## src/rtl/banco_nos_ativos.sv

```systemverilog
// Active-node register bank: slot write/deactivate driven by the node manager,
// plus a sequential minimum-cost scan over the active slots.
module banco_nos_ativos #(
  parameter int NUM_NA          = 8,
  parameter int ADR_WIDTH       = 5,
  parameter int DISTANCIA_WIDTH = 5,
  parameter int CUSTO_WIDTH     = 4,
  localparam int CUSTO_TOTAL_WIDTH = DISTANCIA_WIDTH + 1,
  localparam int IDX_WIDTH         = $clog2(NUM_NA)
) (
  input  logic                           clk,
  input  logic                           rst_n,
  input  logic                           ga_desativar_in,
  input  logic                           ga_atualizar_in,
  input  logic [ADR_WIDTH-1:0]           ga_endereco_in,
  input  logic [ADR_WIDTH-1:0]           ga_anterior_in,
  input  logic [CUSTO_WIDTH-1:0]         ga_menor_vizinho_in,
  input  logic [DISTANCIA_WIDTH-1:0]     ga_distancia_in,
  input  logic [NUM_NA-1:0]              ga_habilitar_in,
  input  logic                           menor_req_in,
  output logic [ADR_WIDTH*NUM_NA-1:0]    na_endereco_out,
  output logic [NUM_NA-1:0]              na_ativo_out,
  output logic                           ba_menor_valido_out,
  output logic                           ba_menor_encontrado_out,
  output logic [IDX_WIDTH-1:0]           ba_menor_idx_out,
  output logic [ADR_WIDTH-1:0]           ba_menor_endereco_out,
  output logic [ADR_WIDTH-1:0]           ba_menor_anterior_out,
  output logic [DISTANCIA_WIDTH-1:0]     ba_menor_distancia_out,
  output logic                           ba_erro_o,
  output logic                           ba_ocupado_o,
  output logic                           ba_cheio_o,
  output logic                           ba_vazio_o
);

  typedef enum logic [1:0] {ST_IDLE, ST_BUSCA, ST_RESULTADO} estado_t;

  estado_t state, state_next;

  logic [ADR_WIDTH-1:0]         endereco  [NUM_NA];
  logic [ADR_WIDTH-1:0]         anterior  [NUM_NA];
  logic [DISTANCIA_WIDTH-1:0]   distancia [NUM_NA];
  logic [CUSTO_TOTAL_WIDTH-1:0] custo     [NUM_NA];
  logic [NUM_NA-1:0]            ativo;

  logic [IDX_WIDTH-1:0]         sel_idx;
  logic                         sel_hit;
  logic                         multi_hot;
  logic [CUSTO_TOTAL_WIDTH-1:0] custo_novo;

  logic [IDX_WIDTH-1:0]         scan_idx;
  logic                         best_ok;
  logic [IDX_WIDTH-1:0]         best_idx;
  logic [CUSTO_TOTAL_WIDTH-1:0] best_custo;
  logic [ADR_WIDTH-1:0]         best_endereco;
  logic [ADR_WIDTH-1:0]         best_anterior;
  logic [DISTANCIA_WIDTH-1:0]   best_distancia;

  always_comb begin
    sel_idx = '0;
    sel_hit = 1'b0;
    for (int unsigned i = 0; i < NUM_NA; i++) begin
      if (ga_habilitar_in[i] && !sel_hit) begin
        sel_idx = IDX_WIDTH'(i);
        sel_hit = 1'b1;
      end
    end
  end

  assign multi_hot  = (ga_habilitar_in & (ga_habilitar_in - NUM_NA'(1))) != '0;
  assign custo_novo = CUSTO_TOTAL_WIDTH'(ga_distancia_in) + CUSTO_TOTAL_WIDTH'(ga_menor_vizinho_in);

  always_ff @(posedge clk or negedge rst_n) begin
    if (!rst_n) begin
      for (int unsigned i = 0; i < NUM_NA; i++) begin
        endereco[i]  <= '0;
        anterior[i]  <= '0;
        distancia[i] <= '0;
        custo[i]     <= '0;
      end
      ativo     <= '0;
      ba_erro_o <= 1'b0;
    end else begin
      if (multi_hot) ba_erro_o <= 1'b1;
      if (sel_hit) begin
        if (ga_desativar_in) begin
          ativo[sel_idx] <= 1'b0;
        end else if (ga_atualizar_in) begin
          if (!ativo[sel_idx]) begin
            endereco[sel_idx]  <= ga_endereco_in;
            anterior[sel_idx]  <= ga_anterior_in;
            distancia[sel_idx] <= ga_distancia_in;
            custo[sel_idx]     <= custo_novo;
            ativo[sel_idx]     <= 1'b1;
          end else if (endereco[sel_idx] == ga_endereco_in && custo_novo < custo[sel_idx]) begin
            anterior[sel_idx]  <= ga_anterior_in;
            distancia[sel_idx] <= ga_distancia_in;
            custo[sel_idx]     <= custo_novo;
          end
        end
      end
    end
  end

  always_comb begin
    state_next = state;
    case (state)
      ST_IDLE:      if (menor_req_in) state_next = ST_BUSCA;
      ST_BUSCA:     if (scan_idx == IDX_WIDTH'(NUM_NA - 1)) state_next = ST_RESULTADO;
      ST_RESULTADO: state_next = ST_IDLE;
      default:      state_next = ST_IDLE;
    endcase
  end

  // Winner fields are captured at scan time so later writes to that slot
  // cannot alter a result already chosen.
  always_ff @(posedge clk or negedge rst_n) begin
    if (!rst_n) begin
      state                   <= ST_IDLE;
      scan_idx                <= '0;
      best_ok                 <= 1'b0;
      best_idx                <= '0;
      best_custo              <= '0;
      best_endereco           <= '0;
      best_anterior           <= '0;
      best_distancia          <= '0;
      ba_menor_valido_out     <= 1'b0;
      ba_menor_encontrado_out <= 1'b0;
      ba_menor_idx_out        <= '0;
      ba_menor_endereco_out   <= '0;
      ba_menor_anterior_out   <= '0;
      ba_menor_distancia_out  <= '0;
    end else begin
      state               <= state_next;
      ba_menor_valido_out <= 1'b0;
      case (state)
        ST_IDLE: begin
          if (menor_req_in) begin
            scan_idx <= '0;
            best_ok  <= 1'b0;
          end
        end
        ST_BUSCA: begin
          if (ativo[scan_idx] && (!best_ok || custo[scan_idx] < best_custo)) begin
            best_ok        <= 1'b1;
            best_idx       <= scan_idx;
            best_custo     <= custo[scan_idx];
            best_endereco  <= endereco[scan_idx];
            best_anterior  <= anterior[scan_idx];
            best_distancia <= distancia[scan_idx];
          end
          scan_idx <= scan_idx + IDX_WIDTH'(1);
        end
        ST_RESULTADO: begin
          ba_menor_valido_out     <= 1'b1;
          ba_menor_encontrado_out <= best_ok;
          ba_menor_idx_out        <= best_ok ? best_idx       : '0;
          ba_menor_endereco_out   <= best_ok ? best_endereco  : '0;
          ba_menor_anterior_out   <= best_ok ? best_anterior  : '0;
          ba_menor_distancia_out  <= best_ok ? best_distancia : '0;
        end
        default: ;
      endcase
    end
  end

  always_comb begin
    na_endereco_out = '0;
    for (int unsigned i = 0; i < NUM_NA; i++) begin
      na_endereco_out[ADR_WIDTH*i +: ADR_WIDTH] = endereco[i];
    end
  end

  assign na_ativo_out = ativo;
  assign ba_ocupado_o = (state != ST_IDLE);
  assign ba_cheio_o   = &ativo;
  assign ba_vazio_o   = ~|ativo;

endmodule

```

## config.mk

```make
export PLATFORM = sky130hd
export DESIGN_NAME = banco_nos_ativos
export DESIGN_NICKNAME = d
export VERILOG_FILES = /design/src/rtl/banco_nos_ativos.sv
export SDC_FILE = /design/constraint.sdc
export NUM_CORES = 1
export LEC_CHECK = 0
export CAP_MARGIN = 0
export CELL_PAD_IN_SITES_DETAIL_PLACEMENT = 0
export CELL_PAD_IN_SITES_GLOBAL_PLACEMENT = 1
export CORE_MARGIN = 2
export CORE_UTILIZATION = 52
export DETAILED_ROUTE_END_ITERATION = 8
export PLACE_DENSITY_LB_ADDON = 0.1
export RECOVER_POWER = 50
export SYNTH_ARGS = -nofsm -noshare
export SYNTH_HDL_FRONTEND = slang
export SYNTH_SLANG_ARGS = --single-unit
export TNS_END_PERCENT = 50
```

## constraint.sdc

```tcl
create_clock -name clk -period 7.5 [get_ports clk]
set_input_delay 0.75 -clock clk [delete_from_list [all_inputs] [get_ports clk]]
set_output_delay 0.75 -clock clk [all_outputs]
set_load 0.02 [all_outputs]
```

# Word-level counts from Yosys, hierarchy flattened
# Index checks and enable logic that the tools add are counted.
word_totals:
  reg_bits: 227
  elab_cells: 180
op_classes:
  addsub: 3
  n_lt_le_gt_ge: 8
  n_eq_ne: 9
  n_mux: 69
  bitwise: 8
  reduce_logical: 35
op_table:
  columns: ["operator", "count"]
  rows:
  - ["two-way mux 40 bit", 4]
  - ["bitwise mux 40 bit", 3]
  - ["two-way mux 48 bit", 2]
  - ["binary-select mux 5 bit (select 3 bit)", 4]
  - ["two-way mux 5 bit", 12]
  - ["bitwise mux 48 bit", 1]
  - ["binary-select mux 6 bit (select 3 bit)", 2]
  - ["two-way mux 6 bit", 5]
  - ["two-way mux 8 bit", 3]
  - ["two-way mux 3 bit", 7]
  - ["demux 6 bit (select 3 bit)", 1]
  - ["bitwise AND 8 bit", 2]
  - ["demux 5 bit (select 3 bit)", 1]
  - ["two-way mux 1 bit", 15]
  - ["less-than comparator 6 bit", 2]
  - ["logical AND 1 bit", 11]
  - ["zero test 1 bit", 9]
  - [">= comparator 4 bit, second input constant", 2]
  - ["less-than comparator 3 x 4 -> 1 bit, second input constant", 2]
  - ["!= test 2 bit, second input constant", 4]
  - ["inverter 3 -> 4 bit", 2]
  - ["inverter 8 bit", 1]
  - ["bitwise OR 8 bit", 1]
  - ["AND reduction 4 bit", 2]
  - ["25 further kinds", 34]

# Depth between registers and ports, before layout
logic_depth:
  depth_word: 30
  mapped_depth: 20
  depth_no_buf: 14

# Least setup slack after synthesis
# Ideal clock, no wire load.
synth_timing:
  kind: "input -> register"
  from: "input port ga_habilitar_in[1]"
  to: "register distancia[4] in the netlist's numbering"
  setup_ps: 128
  arrival_ps: 4848
  required_time_ps: 7372
  setup_slack_ps: 2525
  cell_stages: 20
  n_path_buf: 6
  cell_sequence: "buf_6 > or4_4 > buf_6 > or3_1 > buf_2 > nand2_1 > buf_2 > nand2_1 > a31oi_1 > o211ai_1 > ha_1 > a21oi_1 > nor2b_1 > o21ai_0 > nand3b_1 > a2111oi_4 > a41o_1 > buf_4 > buf_6 > mux2_1"
synth_via:
  elab_chain_cells: 28
synth_rtl:
  columns: ["element", "line", "text"]
  rows:
  - ["start, declared", "19", "input logic [NUM_NA-1:0] ga_habilitar_in,"]
  - ["logical AND 1 bit *", "62", "if (ga_habilitar_in[i] && !sel_hit) begin"]
  - ["two-way mux 1 bit", "62", null]
  - ["zero test 1 bit", "62", null]
  - ["logical AND 1 bit", "62", null]
  - ["two-way mux 1 bit", "62", null]
  - ["zero test 1 bit", "62", null]
  - ["logical AND 1 bit", "62", null]
  - ["two-way mux 1 bit", "62", null]
  - ["[... 11 more ...]", null, null]
  - ["two-way mux 3 bit", "62", null]
  - ["inverter 3 -> 4 bit (implied by the code)", "91, 94, 96", null]
  - ["binary-select mux 6 bit (select 3 bit), or another cell as far along", "94", "end else if (endereco[sel_idx] == ga_endereco_in && custo_novo < custo[sel_idx]) begin"]
  - ["two-way mux 6 bit (implied by the code), or another cell as far along (2 in a row)", "94", null]
  - ["less-than comparator 6 bit, or another cell as far along", "94", null]
  - ["logical AND 1 bit or bitwise mux 40 bit (tied branches)", "94, 91, 96", null]
  - ["!= test 2 x 1 -> 1 bit (no line) or two-way mux 40 bit (tied branches)", null, null]
  - ["AND reduction 4 bit (no line) or two-way mux 40 bit (tied branches)", null, null]
  - ["end signal, assigned by index", "91", "distancia[sel_idx] <= ga_distancia_in;"]
  - ["end signal, assigned by index", "96", "distancia[sel_idx] <= ga_distancia_in;"]
  - ["end, declared", "41", "logic [DISTANCIA_WIDTH-1:0] distancia [NUM_NA];"]
# Mark *: on every way between the ends. The rest lies on a longest branch, timed or not. The select of a mux whose other input is x is not followed.
# A chain may end at the register's enable or synchronous reset.

# Worst setup path in the final report
layout_timing:
  from: "input port ga_habilitar_in[0]"
  to: "register anterior[2] in the netlist's numbering"
layout_via:
  elab_chain_cells: 30
layout_rtl:
  columns: ["element", "line", "text"]
  rows:
  - ["two-way mux 1 bit *", "62", null]
  - ["zero test 1 bit", "62", null]
  - ["logical AND 1 bit", "62", null]
  - ["two-way mux 1 bit", "62", null]
  - ["zero test 1 bit", "62", null]
  - ["logical AND 1 bit", "62", null]
  - ["two-way mux 1 bit", "62", null]
  - ["zero test 1 bit", "62", null]
  - ["[... 13 more ...]", null, null]
  - ["two-way mux 3 bit", "62", null]
  - ["inverter 3 -> 4 bit (implied by the code)", "90, 94, 95", null]
  - ["binary-select mux 6 bit (select 3 bit), or another cell as far along", "94", null]
  - ["two-way mux 6 bit (implied by the code), or another cell as far along (2 in a row)", "94", null]
  - ["less-than comparator 6 bit, or another cell as far along", "94", null]
  - ["logical AND 1 bit or bitwise mux 40 bit (tied branches)", "94, 90, 95", null]
  - ["!= test 2 x 1 -> 1 bit (no line) or two-way mux 40 bit (tied branches)", null, null]
  - ["AND reduction 4 bit (no line) or two-way mux 40 bit (tied branches)", null, null]
  - ["end signal, assigned by index", "90", "anterior[sel_idx] <= ga_anterior_in;"]
  - ["end signal, assigned by index", "95", "anterior[sel_idx] <= ga_anterior_in;"]
  - ["end, declared", "40", "logic [ADR_WIDTH-1:0] anterior [NUM_NA];"]
# Marked as above.

==> implementation parameters <==
Parameter                              Value

Cells and area
  FF+latch area    5682 um2
  Fraction of final layout cells with drive strength greater than 1    a little over a quarter
  Final Instance Count excl. Fillers    between 1000 and 1500
  Synth-to-layout area growth    17.04%
  Total area of multi-input combinational cells    between 5000 and 6000 um2
  Leading cell types in the layout, fill and taps excluded    226 x sky130_fd_sc_hd__dfrtp_1, 131 x sky130_fd_sc_hd__nand2_1, 102 x sky130_fd_sc_hd__mux2_2
  Net count of the finished layout    1060
  Most frequent standard cell in the layout excluding fill and tap cells    sky130_fd_sc_hd__dfrtp_1
  Filler cells    1837

Outcome
  Violated checks    capacitance limit, slew limit
  Outcome    finished, violations left

CTS
  Sink count of the clock tree    227
  TritonCTS clock tree    done
  Register clock-pin slew on the reported worst setup and hold paths    0.06 ns
  Max Buffers Root-to-Sink    3
  Setup Buffers After CTS    0
  Total of hold buffers inserted after clock tree synthesis    0
  Clock buffer count from CTS    25
  Clock latency on the worst-skew pair    0.52 ns
  Post-CTS Resized    0
  Root cell of the clock tree    sky130_fd_sc_hd__clkbuf_16
  Max H-tree Level    1

Worst hold path
  Class of the worst hold path    reg -> reg

Placement
  Port buffer count    103
  HPWL after detailed placement    19870 um
  Placer Congestion    0.8500
  # placed instances    1269

Drt
  Drc violations    0
  Per-cell via count in the routed design    6.000
  Average wire per standard cell    22.68 um
  TritonRoute pass-1 iters    6
  Initial DRC Count    529
  WL final    29820 um
  Vias    7890
  ANT nets after route    0

Job
  MaxCap Viol Count    4

Yosys
  Share of synthesized area occupied by flip-flops and latches    48.18%
  Average instance area after synthesis    12.79 um2
  Netlist cell types    70
  Ys async rst share    100.0%
  Number of warnings reported in the yosys synthesis log    0
  Number of cells produced by synthesis    922
  #FFs+latches synth    227
  Number of synthesized flops with an enable pin    0
  Syn_nets    971
  Synth Cell Area    between 10000 and 15000 um2
  Most used flip-flop cell after synthesis    sky130_fd_sc_hd__dfrtp_1

Critical path
  Worst Path Max Fanout    17
  Worst setup EP type    flip-flop
  Arr. time, crit path    6.46 ns
  Required time worst endpoint    7.90 ns
  Critical path class    in -> reg
  Worst setup SP type    input port

Global routing
  Combined global-route utilization of all metal layers    25.64%
  Wire length of the first global-routing pass    47390 um
  Initial antenna violation count    0
  Vias in the first global route    7894
  Maximum number of pins on one net before global-route repair    between 80 and 90
  Global route overflow    0

STA
  Final critical-path share of the clock period    80.81%
  Hold violation count in the final report    0
  RSZ-0062 raised after global routing    no
  Total negative slack for setup checks    0 ns
  Number of slew-limit violations in the final report    265
  Highest Clock Rate    165.0 MHz
  Transition time at the pin with the least slew margin    4.602 ns
  Tightest slew margin relative to the limit    -206.8%
  Post-route clock skew    0.01153 ns
  Final-report setup violation count    0
  Min Clock Period, post-route    a little over 6 ns

Die
  I/O pin cnt    104
  Area of the die    23890 um2
  Vertical die dimension    154.6 um
  Initial core utilization    52.55%
  Die Wd    between 150 and 200 um
  Core area    about 22000 um2
  Standard-cell row count    55

Pwr
  Maximum vdd drop    0.1880 mV
  Final Total Pwr    4.544 mW
  Power per cell area    329.3 nW/um2
  Pleak    6.347 nW
## flip-flops by register name, indices dropped and copies added (netlist names), named ones only
signal,flops
anterior,40
ba_erro_o,1
ba_menor_anterior_out,5
ba_menor_distancia_out,5
ba_menor_encontrado_out,1
ba_menor_endereco_out,5
ba_menor_idx_out,3
ba_menor_valido_out,1
best_anterior,5
best_custo,6
best_distancia,5
best_endereco,5
best_idx,3
best_ok,1
custo,48
distancia,40
na_endereco_out,40
scan_idx,3
state,2
## worst max-delay path, stage by stage
cell                              delay (ns)
sky130_fd_sc_hd__clkdlybuf4s50_1        0.57
sky130_fd_sc_hd__or4_4                  0.65
sky130_fd_sc_hd__or3_1                  0.67
sky130_fd_sc_hd__nand2_1                0.50
sky130_fd_sc_hd__nand2_1                0.10
sky130_fd_sc_hd__a21oi_1                0.16
sky130_fd_sc_hd__a211oi_1               0.07
sky130_fd_sc_hd__ha_1                   0.22
sky130_fd_sc_hd__nor4_1                 0.29
sky130_fd_sc_hd__a311oi_1               0.20
sky130_fd_sc_hd__a2111oi_4              0.92
sky130_fd_sc_hd__a41o_1                 0.94
sky130_fd_sc_hd__mux2_1                 0.39
## power by group
part,internal [mW],total [mW],switching [mW]
Clock,0.739,1.24,0.504
Sequential,1.50,1.74,0.232
Combinational,0.806,1.56,0.759
## cells in the mapped netlist (3+ instances only)
master / number / area, um2
sky130_fd_sc_hd__dfrtp_1: 227 / 5680
sky130_fd_sc_hd__nand2_1: 131 / 491.7
sky130_fd_sc_hd__mux2_2: 102 / 1149
sky130_fd_sc_hd__mux2_4: 60 / 900.9
sky130_fd_sc_hd__mux4_2: 44 / 991.0
sky130_fd_sc_hd__o21ai_0: 44 / 220.2
sky130_fd_sc_hd__mux2_1: 32 / 360.4
sky130_fd_sc_hd__nor2_1: 27 / 101.4
sky130_fd_sc_hd__clkbuf_1: 25 / 93.84
sky130_fd_sc_hd__ha_1: 16 / 200.2
sky130_fd_sc_hd__a21oi_1: 15 / 75.07
sky130_fd_sc_hd__inv_1: 15 / 56.30
sky130_fd_sc_hd__buf_1: 14 / 52.55
sky130_fd_sc_hd__nand3_1: 13 / 65.06
sky130_fd_sc_hd__buf_6: 11 / 123.9
sky130_fd_sc_hd__a211oi_1: 10 / 75.07
sky130_fd_sc_hd__and3_1: 8 / 50.05
sky130_fd_sc_hd__nor3_1: 8 / 40.04
sky130_fd_sc_hd__nand2b_1: 7 / 43.79
sky130_fd_sc_hd__nor2b_1: 6 / 37.54
sky130_fd_sc_hd__o211ai_1: 6 / 45.04
sky130_fd_sc_hd__a41oi_4: 5 / 137.6
sky130_fd_sc_hd__nand4_1: 5 / 31.28
sky130_fd_sc_hd__nor3b_1: 5 / 37.54
sky130_fd_sc_hd__nor4_1: 5 / 31.28
sky130_fd_sc_hd__a21o_1: 4 / 30.03
sky130_fd_sc_hd__a222oi_1: 4 / 40.04
sky130_fd_sc_hd__mux2i_1: 4 / 40.04
sky130_fd_sc_hd__nand3b_1: 4 / 30.03
sky130_fd_sc_hd__o31ai_1: 4 / 30.03
sky130_fd_sc_hd__or4_1: 4 / 30.03
sky130_fd_sc_hd__buf_2: 3 / 15.01
sky130_fd_sc_hd__buf_4: 3 / 22.52
sky130_fd_sc_hd__o21a_1: 3 / 22.52
sky130_fd_sc_hd__o22ai_1: 3 / 18.77
sky130_fd_sc_hd__xnor2_1: 3 / 26.28
## final timing paths
kind | slack [ns] | to | start | cells after the start
max | 1.44 | anterior[2] | ga_habilitar_in[0] | 13
min | 0.47 | ba_menor_endereco_out[3] | ba_menor_endereco_out[3] | 2
max reg2reg | 2.59 | best_anterior[0] | scan_idx[1] | 6
min reg2reg | 0.47 | ba_menor_endereco_out[3] | ba_menor_endereco_out[3] | 2
max in group asynchronous | 1.84 | scan_idx[0] | rst_n | 2
min in group asynchronous | 1.85 | na_endereco_out[20] | rst_n | 1
## logic make-up after synthesis
logic type	Yosys count	synth area share, %
flops	227	48.18
simple gates	235	9.159
xor+xnor	4	0.2972
fa+ha+maj	18	1.953
buf+inv	71	3.088
compound gates	125	8.140
mux	242	29.18
## per-layer routing
metal,share of wire (%),GRT usage (%)
met1,47,38.99
met2,46,40.07
met3,5.3,3.418
met4,1.7,4.850
met5,0,0
## metrics by stage
step | utilization [%] | hold WS [ns] | worst slack (ns) | area (um2)
final | 61.51 | 0.4706 | 1.440 | 13800
after global placement | 57.90 | 0.4630 | 1.104 | 12990
after detailed placement | 57.90 | 0.4633 | 0.9592 | 12990
after CTS | 61.61 | 0.2242 | 1.503 | 13820
after floorplan | - | 0.4526 | 2.525 | 11790
after global routing | 61.50 | 0.4957 | 0.5652 | 13800
## layout make-up
| type | count | area share [%] |
|---|---|---|
| multi-input cells | 624 | 41.64 |
| flip-flops and latches | 227 | 41.17 |
| repair buffers | 118 | 8.151 |
| clock buffers | 33 | 5.186 |
| well taps | 285 | 2.584 |
| clock inverters | 12 | 0.8432 |
| inverters | 15 | 0.4080 |
| diodes | 1 | 0.01813 |
Note: power is estimated with default switching activity, not from simulation.
